<file path="src/rtl/crc_engine.sv">
// Parametrised MSB-first Galois CRC generator/checker, DW bits per shift, framed by shift/last.
// Optional residue check of the final CRC is enabled by defining CRC_CHECK_EN.
module crc_engine #(
  parameter int unsigned      WIDTH   = 8,
  parameter logic [WIDTH-1:0] POLY    = WIDTH'(7),
  parameter logic [WIDTH-1:0] INIT    = '0,
  parameter int unsigned      DW      = 1,
  parameter logic [WIDTH-1:0] RESIDUE = '0
) (
  input  logic             clk,
  input  logic             rst_n,
  input  logic             clr,
  input  logic             shift,
  input  logic [DW-1:0]    in,
  input  logic             last,
  output logic [WIDTH-1:0] crc,
  output logic             busy,
  output logic             done,
  output logic             crc_ok,
  output logic [15:0]      bit_cnt
);

  localparam int unsigned CW  = 16;
  localparam int unsigned CSW = CW + 1;

  typedef enum logic [1:0] {IDLE, RUN, DONE} state_t;

  state_t           state_q, state_d;
  logic [WIDTH-1:0] crc_q, crc_d;
  logic [CW-1:0]    cnt_q, cnt_d;
  logic             busy_q, done_q, done_d, ok_q, ok_d;
  logic [WIDTH-1:0] seed_c, next_crc_c;
  logic [CSW-1:0]   cnt_sum_c;

  // DW unrolled LFSR steps, in[DW-1] consumed first
  function automatic logic [WIDTH-1:0] crc_step(input logic [WIDTH-1:0] seed,
                                                input logic [DW-1:0] data);
    logic [WIDTH-1:0] c;
    logic             fb;
    c = seed;
    for (int i = int'(DW) - 1; i >= 0; i--) begin
      fb = c[WIDTH-1] ^ data[i];
      c  = {c[WIDTH-2:0], 1'b0} ^ (fb ? POLY : '0);
    end
    return c;
  endfunction

  // A new frame (from IDLE or DONE) always restarts from INIT
  assign seed_c     = (state_q == RUN) ? crc_q : INIT;
  assign next_crc_c = crc_step(seed_c, in);
  assign cnt_sum_c  = {1'b0, cnt_q} + CSW'(DW);

  always_comb begin
    state_d = state_q;
    crc_d   = crc_q;
    cnt_d   = cnt_q;
    done_d  = 1'b0;
    ok_d    = 1'b0;
    if (clr) begin
      state_d = IDLE;
      crc_d   = INIT;
      cnt_d   = '0;
    end else if (shift) begin
      crc_d = next_crc_c;
      if (state_q == RUN) begin
        cnt_d = cnt_sum_c[CSW-1] ? {CW{1'b1}} : cnt_sum_c[CW-1:0];
      end else begin
        cnt_d = CW'(DW);
      end
      if (last) begin
        state_d = DONE;
        done_d  = 1'b1;
`ifdef CRC_CHECK_EN
        ok_d    = (next_crc_c == RESIDUE);
`else
        ok_d    = 1'b0;
`endif
      end else begin
        state_d = RUN;
      end
    end else if (state_q == DONE) begin
      state_d = IDLE;
    end
  end

  always_ff @(posedge clk or negedge rst_n) begin
    if (!rst_n) begin
      state_q <= IDLE;
      crc_q   <= INIT;
      cnt_q   <= '0;
      busy_q  <= 1'b0;
      done_q  <= 1'b0;
      ok_q    <= 1'b0;
    end else begin
      state_q <= state_d;
      crc_q   <= crc_d;
      cnt_q   <= cnt_d;
      busy_q  <= (state_d == RUN);
      done_q  <= done_d;
      ok_q    <= ok_d;
    end
  end

  assign crc     = crc_q;
  assign busy    = busy_q;
  assign done    = done_q;
  assign crc_ok  = ok_q;
  assign bit_cnt = cnt_q;

endmodule

</file>
<file path="config.mk">
export PLATFORM = sky130hd
export DESIGN_NAME = crc_engine
export DESIGN_NICKNAME = d
export VERILOG_FILES = /design/src/rtl/crc_engine.sv
export SDC_FILE = /design/constraint.sdc
export NUM_CORES = 1
export LEC_CHECK = 0
export CAP_MARGIN = 20
export CORE_MARGIN = 2
export CORE_UTILIZATION = 53
export DETAILED_ROUTE_END_ITERATION = 12
export GPL_TIMING_DRIVEN = 0
export HOLD_SLACK_MARGIN = 0.08
export PLACE_DENSITY_LB_ADDON = 0.1
export SLEW_MARGIN = 20
export SYNTH_ARGS = -nofsm -noshare
export SYNTH_HDL_FRONTEND = slang
export SYNTH_SLANG_ARGS = --single-unit
</file>
<file path="constraint.sdc">
create_clock -name clk -period 3.95 [get_ports clk]
set_input_delay 0.5925 -clock clk [delete_from_list [all_inputs] [get_ports clk]]
set_output_delay 0.5925 -clock clk [all_outputs]
set_load 0.01 [all_outputs]
</file>
==> results by group, run 1 <==
Global route
  • GRT Util Overall: 23.8%
  • Vias in the first global route: 1,249
  • Wire length of the first global-routing pass: 6.04 mm
  • Grt ovf: 0
  • Antenna violations before repair: 0
  • Pin count of the biggest net entering global routing: 29

Yosys
  • Top cell type's share of synthesized area: 46.6%
  • Post-synth EDFFs: 0
  • Synth area leader: dfrtp_1
  • Register area share after synthesis: 46.6%
  • Asr flop ratio synth: 100%
  • Area contributors post-synth: dfrtp_1, o21ai_0, a22o_1, a41oi_1, a21oi_1
  • Number of distinct library cells after synthesis: 47
  • Post-synthesis cell count: 155
  • Synthesized area: 1500 um2
  • Synth warn: 0
  • Post-synthesis register bit count: 28
  • Post-Syn Nets: 162
  • Syn avg cell area: 9.69 um2
  • Dominant synthesized flop cell: dfrtp_1

STA
  • Final min period: 2.16 ns
  • Total negative setup slack: 0 ns
  • Final Max Tran Viols: 0
  • Slew HR: 58.1%
  • Slew @ Worst Pin: 0.628 ns
  • Period utilization: 54.7%
  • Clock skew: 0.00147 ns
  • Final setup fails: 0
  • Final-report hold violation count: 0
  • RSZ-0062 raised after global routing: false
  • Fmax: 463 MHz

Worst hold path
  • Hold crit path type: in -> async

Worst setup path
  • Delay-heaviest family, CP: buffers and inverters
  • Sequence of cells on the critical path: clkdlybuf4s50_1 -> buf_2 -> nor2_1 -> clkbuf_1 -> o21ai_0 -> nand2_1
  • Nature of the critical path startpoint: primary input
  • WP data arrival: 2.44 ns
  • Slowest Stage Delay on Critical Path: 0.50 ns
  • Req. time, crit path: 4.23 ns
  • RR Startpoint: bit_cnt[0]
  • Critical path capture point type: register
  • Critical Path Start: clr
  • Crit path kind: in -> reg
  • Largest fanout on the critical path: 10
  • Slowest cell on crit path: nor2_1
  • CP bufs+invs: 3

Clocking
  • Clock buffer depth: 2
  • Reg clk slew, reported paths: 0.14 ns
  • CTS resizes: 0
  • CTS Hold Bufs: 0
  • Cts bufs inserted: 3
  • # H-tree levels: 1
  • CTS tree: built
  • CTS Sinks: 28
  • Setup bufs post-CTS: 0
  • CTS root buf: clkbuf_4
  • Worst skew pair latency: 0.33 ns

Route
  • Vias per cell: 6.31
  • Via count: 1,388
  • Detailed Route WL: 3.71 mm
  • Starting DRT DRC Count: 58
  • DRT antenna net count: 0
  • DRC: 0
  • Drt pass-1 iters: 4
  • WL per Instance: 16.9 um

Layout
  • Reg area: 701 um2
  • Antenna diode count: 0
  • Most frequent cells in the layout: clkdlybuf4s50_1, dfrtp_1, o21ai_0
  • Multi-input logic area: 737 um2
  • Share of layout cells above drive strength 1: 7.94%
  • Filler cells: 226
  • Most common cell after layout, fill and taps aside: clkdlybuf4s50_1
  • Area Overhead vs Synth: 24.4%
  • Final nets: 198

Floorplanning
  • Die Wd: 57.2 um
  • I/O pins: 33
  • Row cnt: 19
  • Core area: 2730 um2
  • Initial Util: 55.0%
  • Die area: 3280 um2
  • Die Height: 57.2 um

Pwr
  • Maximum VDD drop: 0.189 mV
  • Tot Pwr: 0.000468 W
  • P_leak: 0.782 nW
  • PwrDens: 250 nW/um2

Placed design
  • DP HPWL: 2.63 mm
  • GPL Wtd Cong: 0.850
  • IO buf count: 31

Run status
  • Outcome: complete, no violations

Job
  • Max-capacitance violation count: 0
power by group:
part	internal (W)	switching (W)
Sequential	0.000292	0.00000573
Combinational	0.0000222	0.0000288
Clock	0.0000359	0.0000830
worst reg2reg max path: cells and delay by family (launching register included):
kind / cells / cell delay (ns)
AOI/OAI and AO/OA: 2 / 0.30
adders and majority gates: 1 / 0.29
DFF: 1 / 0.49
and+or+nand+nor: 2 / 0.81
layout make-up:
class | instances | share of cell area (%)
timing repair buffer | 31 | 16.3
clock buffer | 3 | 1.20
inverter | 7 | 1.41
sequential | 28 | 37.5
tap | 31 | 2.07
buffer | 7 | 2.07
multi-input combinational | 113 | 39.4
metrics by stage:
step                      instance area (um2)  hold slack (ns)  setup slack, ns  cells  utilization [%]
after floorplan                          1500            0.297             2.20    155                -
after global placement                   1850            0.510             1.55    217             67.7
after detailed placement                 1850            0.507             1.48    217             67.6
after CTS                                1870            0.279             1.85    220             68.4
after global routing                     1870            0.279             1.70    220             68.4
final                                    1870            0.257             1.79    220             68.4
logic make-up after synthesis:
family | share of synthesized area [%]
other | 0.250
AOI/OAI and AO/OA | 27.1
DFF | 46.6
adders and majority gates | 0.833
xor gates and xnor gates | 1.75
and+or+nand+nor | 19.2
buffers and inverters | 4.33
routing by layer:
metal | track usage, % | up-vias | wire length, um | share of wire [%]
li1 | - | 659 | - | -
met1 | 33.0 | 665 | 1670 | 45
met2 | 38.6 | 55 | 1770 | 48
met3 | 2.49 | 9 | 202 | 5.4
met4 | 9.30 | 0 | 79 | 2.1
met5 | 0 | - | 0 | 0
sequential cells by signal, summed over array words and instances (netlist names):
register  flops
busy          1
state_q       2
done          1
crc           8
bit_cnt      16
synthesized netlist by cell type (all sizes together) (3+ instances only):
cell and count:
nand3 4, a41oi 5, a31oi 5, and3 3, nand2 9, clkbuf 4
a21oi 7, a22o 8, nor2 8, nand4 6, dfrtp 28, buf 3
inv 7, o21ai 22
path summary, 6_finish.rpt:
kind,endpoint,slack (ns),cells after the start
worst min register to register,crc[7],0.55,1
max in group asynchronous,crc[2],3.29,1
worst max register to register,bit_cnt[2],1.98,5
worst max-delay path,bit_cnt[8],1.79,6
min in group clk,crc[7],0.55,1
worst min-delay path,bit_cnt[13],0.26,1
(Power assumes the default switching activity.)
==> inputs of run 2 (changes only) <==
CORE_UTILIZATION = 50   (was 53)
clock period = 2.05 ns   (was 3.95 ns; I/O delays follow)
==> results by group, run 2 (synthesized netlist as in run 1, its figures left out) <==
Run status
  • Outcome: finished with violations
  • Failing checks: DRC

Pwr
  • Tot Pwr: 0.000949 W (+100%)
  • Maximum VDD drop: 0.268 mV (+42%)
  • PwrDens: 500 nW/um2 (+100%)
  • P_leak: 0.794 nW (+1.5%)

Global route
  • Met2 Use GR: 40.6% (+2.0 points)
  • GRT Util Overall: 23.7% (-0.085 points)
  • M3 GR Usage: 2.20% (-0.30 points)
  • Vias in the first global route: 1,317 (+5.4%)
  • Grt ovf: 0 (unchanged)
  • Grt peak-use layer: met2
  • M1 GR Usage: 31.6% (-1.4 points)
  • Antenna violations before repair: 0 (unchanged)
  • Pin count of the biggest net entering global routing: 29 (unchanged)
  • Wire length of the first global-routing pass: 6.34 mm (+5.0%)

Worst setup path
  • Largest fanout on the critical path: 6 (-4)
  • Critical Path Start: bit_cnt[1]
  • Critical R2R Capture: bit_cnt[3]
  • Worst reg2reg setup slack: 0.10 ns (-1.88 ns)
  • RR Startpoint: bit_cnt[1]
  • Critical path capture point: bit_cnt[3]
  • Crit path kind: reg -> reg
  • Critical path capture point type: register
  • Req. time, crit path: 2.33 ns (-1.90 ns)
  • Nature of the critical path startpoint: register
  • WP data arrival: 2.23 ns (-0.21 ns)
  • R2R cell count: 5 (unchanged)

Placed design
  • DP HPWL: 2.62 mm (-0.33%)
  • Placed Cells incl. Taps: 217 (unchanged)
  • IO buf count: 31 (unchanged)
  • GPL Wtd Cong: 0.810 (-4.6%)
  • DP Area: 1850 um2 (unchanged)

Floorplanning
  • I/O pins: 33 (unchanged)
  • Die Wd: 58.8 um (+2.8%)
  • Row cnt: 19 (unchanged)
  • Die area: 3460 um2 (+5.6%)
  • Core area: 2810 um2 (+2.6%)
  • Initial Util: 53.6% (-1.4 points)
  • Die Height: 58.8 um (+2.8%)

STA
  • Final-report hold violation count: 0 (unchanged)
  • Final Max Tran Viols: 0 (unchanged)
  • RSZ-0062 raised after global routing: false
  • Slew HR: 57.9% (-0.21 points)
  • Final setup fails: 0 (unchanged)
  • Final hold slack: 0.503 ns (+0.246 ns)
  • Final min period: 1.95 ns
  • Slew @ Worst Pin: 0.631 ns (+0.00312 ns)
  • Clock skew: 0.00812 ns (+0.00665 ns)
  • Fmax: 514 MHz
  • Period utilization: 95.0%

Route
  • Drt pass-1 iters: 8 (+4)
  • DRT antenna net count: 0 (unchanged)
  • WL per Instance: 16.8 um (-0.42%)
  • Starting DRT DRC Count: 70 (+21%)
  • Detailed Route WL: 3.73 mm (+0.48%)
  • DRC: 2 (+2)
  • Vias per cell: 6.30 (-0.12%)
  • Via count: 1,399 (+0.79%)

Clocking
  • CTS root buf: clkbuf_4
  • # H-tree levels: 1 (unchanged)
  • Cts bufs inserted: 3 (unchanged)
  • Reg clk slew, reported paths: 0.16 ns (+0.02 ns)
  • CTS Sinks: 28 (unchanged)
  • Worst skew pair latency: 0.33 ns (about the same)
  • Setup bufs post-CTS: 0 (unchanged)
  • Clock buffer depth: 2 (unchanged)
  • CTS tree: built

Layout
  • Non-filler cells, final: 222 (+0.91%)
  • Share of layout cells above drive strength 1: 8.90% (+0.96 points)
  • Final core occ: 67.7% (-0.71 points)
  • Max reg flops: 16 (unchanged)
  • Final nets: 199 (+0.51%)
  • Most common cell after layout, fill and taps aside: clkdlybuf4s50_1
  • Most frequent cells in the layout: clkdlybuf4s50_1, dfrtp_1, o21ai_0
  • Final instance area: 1900 um2 (+1.5%)
  • Area Overhead vs Synth: 26.3%
  • Antenna diode count: 0 (unchanged)

Worst hold path
  • Hold crit path type: in -> async

Job
  • Max-capacitance violation count: 0 (unchanged)
## run 2: cell count changes in the layout (fill, tap and decap cells not counted), sizes merged
cell	delta
clkbuf	+1
dlygate4sd3	+1
## run 2: where the power goes
group          total (W)  internal (W)  switching [W]
combinational  0.0000979     0.0000439      0.0000540
sequential      0.000574      0.000563      0.0000108
clock           0.000277      0.000109       0.000169
total           0.000949      0.000716       0.000233
## run 2: metal layers
layer	vias to the layer above	part of all wire [%]
met5	-	0
met4	0	1.2
met1	707	48
met2	27	48
li1	660	-
met3	5	3.1
## run 2: repair_timing
action,in CTS,in global routing
hold buffers,1,0
hold endpoints to repair,28,0
endpoints found under the setup margin,0,6
resized for setup,0,1
## run 2: cell type report
class | instances | area, um2
fill | 238 | 907
tap | 31 | 38.8
sequential | 28 | 701
multi-input combinational | 113 | 742
inverter | 7 | 26.3
timing repair buffer | 32 | 315
clock buffer | 4 | 36.3
buffer | 7 | 38.8
## run 2: worst min-delay path by stage
| stage | end | cells past startpoint |
|---|---|---|
| final | crc[6] | 2 |
| after global routing | bit_cnt[8] | 2 |
| after CTS | bit_cnt[11] | 2 |
| after detailed placement | bit_cnt[13] | 1 |
| after global placement | crc[4] | 1 |
| after floorplan | bit_cnt[0] | 0 |
## run 2: through the flow
stage,setup TNS (ns),setup WS [ns]
2_1_floorplan,0,0.302
3_3_place_gp,-0.590,-0.0815
3_5_place_dp,-0.608,-0.0863
4_1_cts,0,0.130
5_1_grt,0,0.0150
6_report,0,0.103
## run 2: worst max-delay path, cell delays in order (launching register included)
cell and delay, ns:
dfrtp_1 0.49, ha_1 0.28, nand4_2 0.22, or4_4 0.64, o21ai_0 0.10, a22o_2 0.16
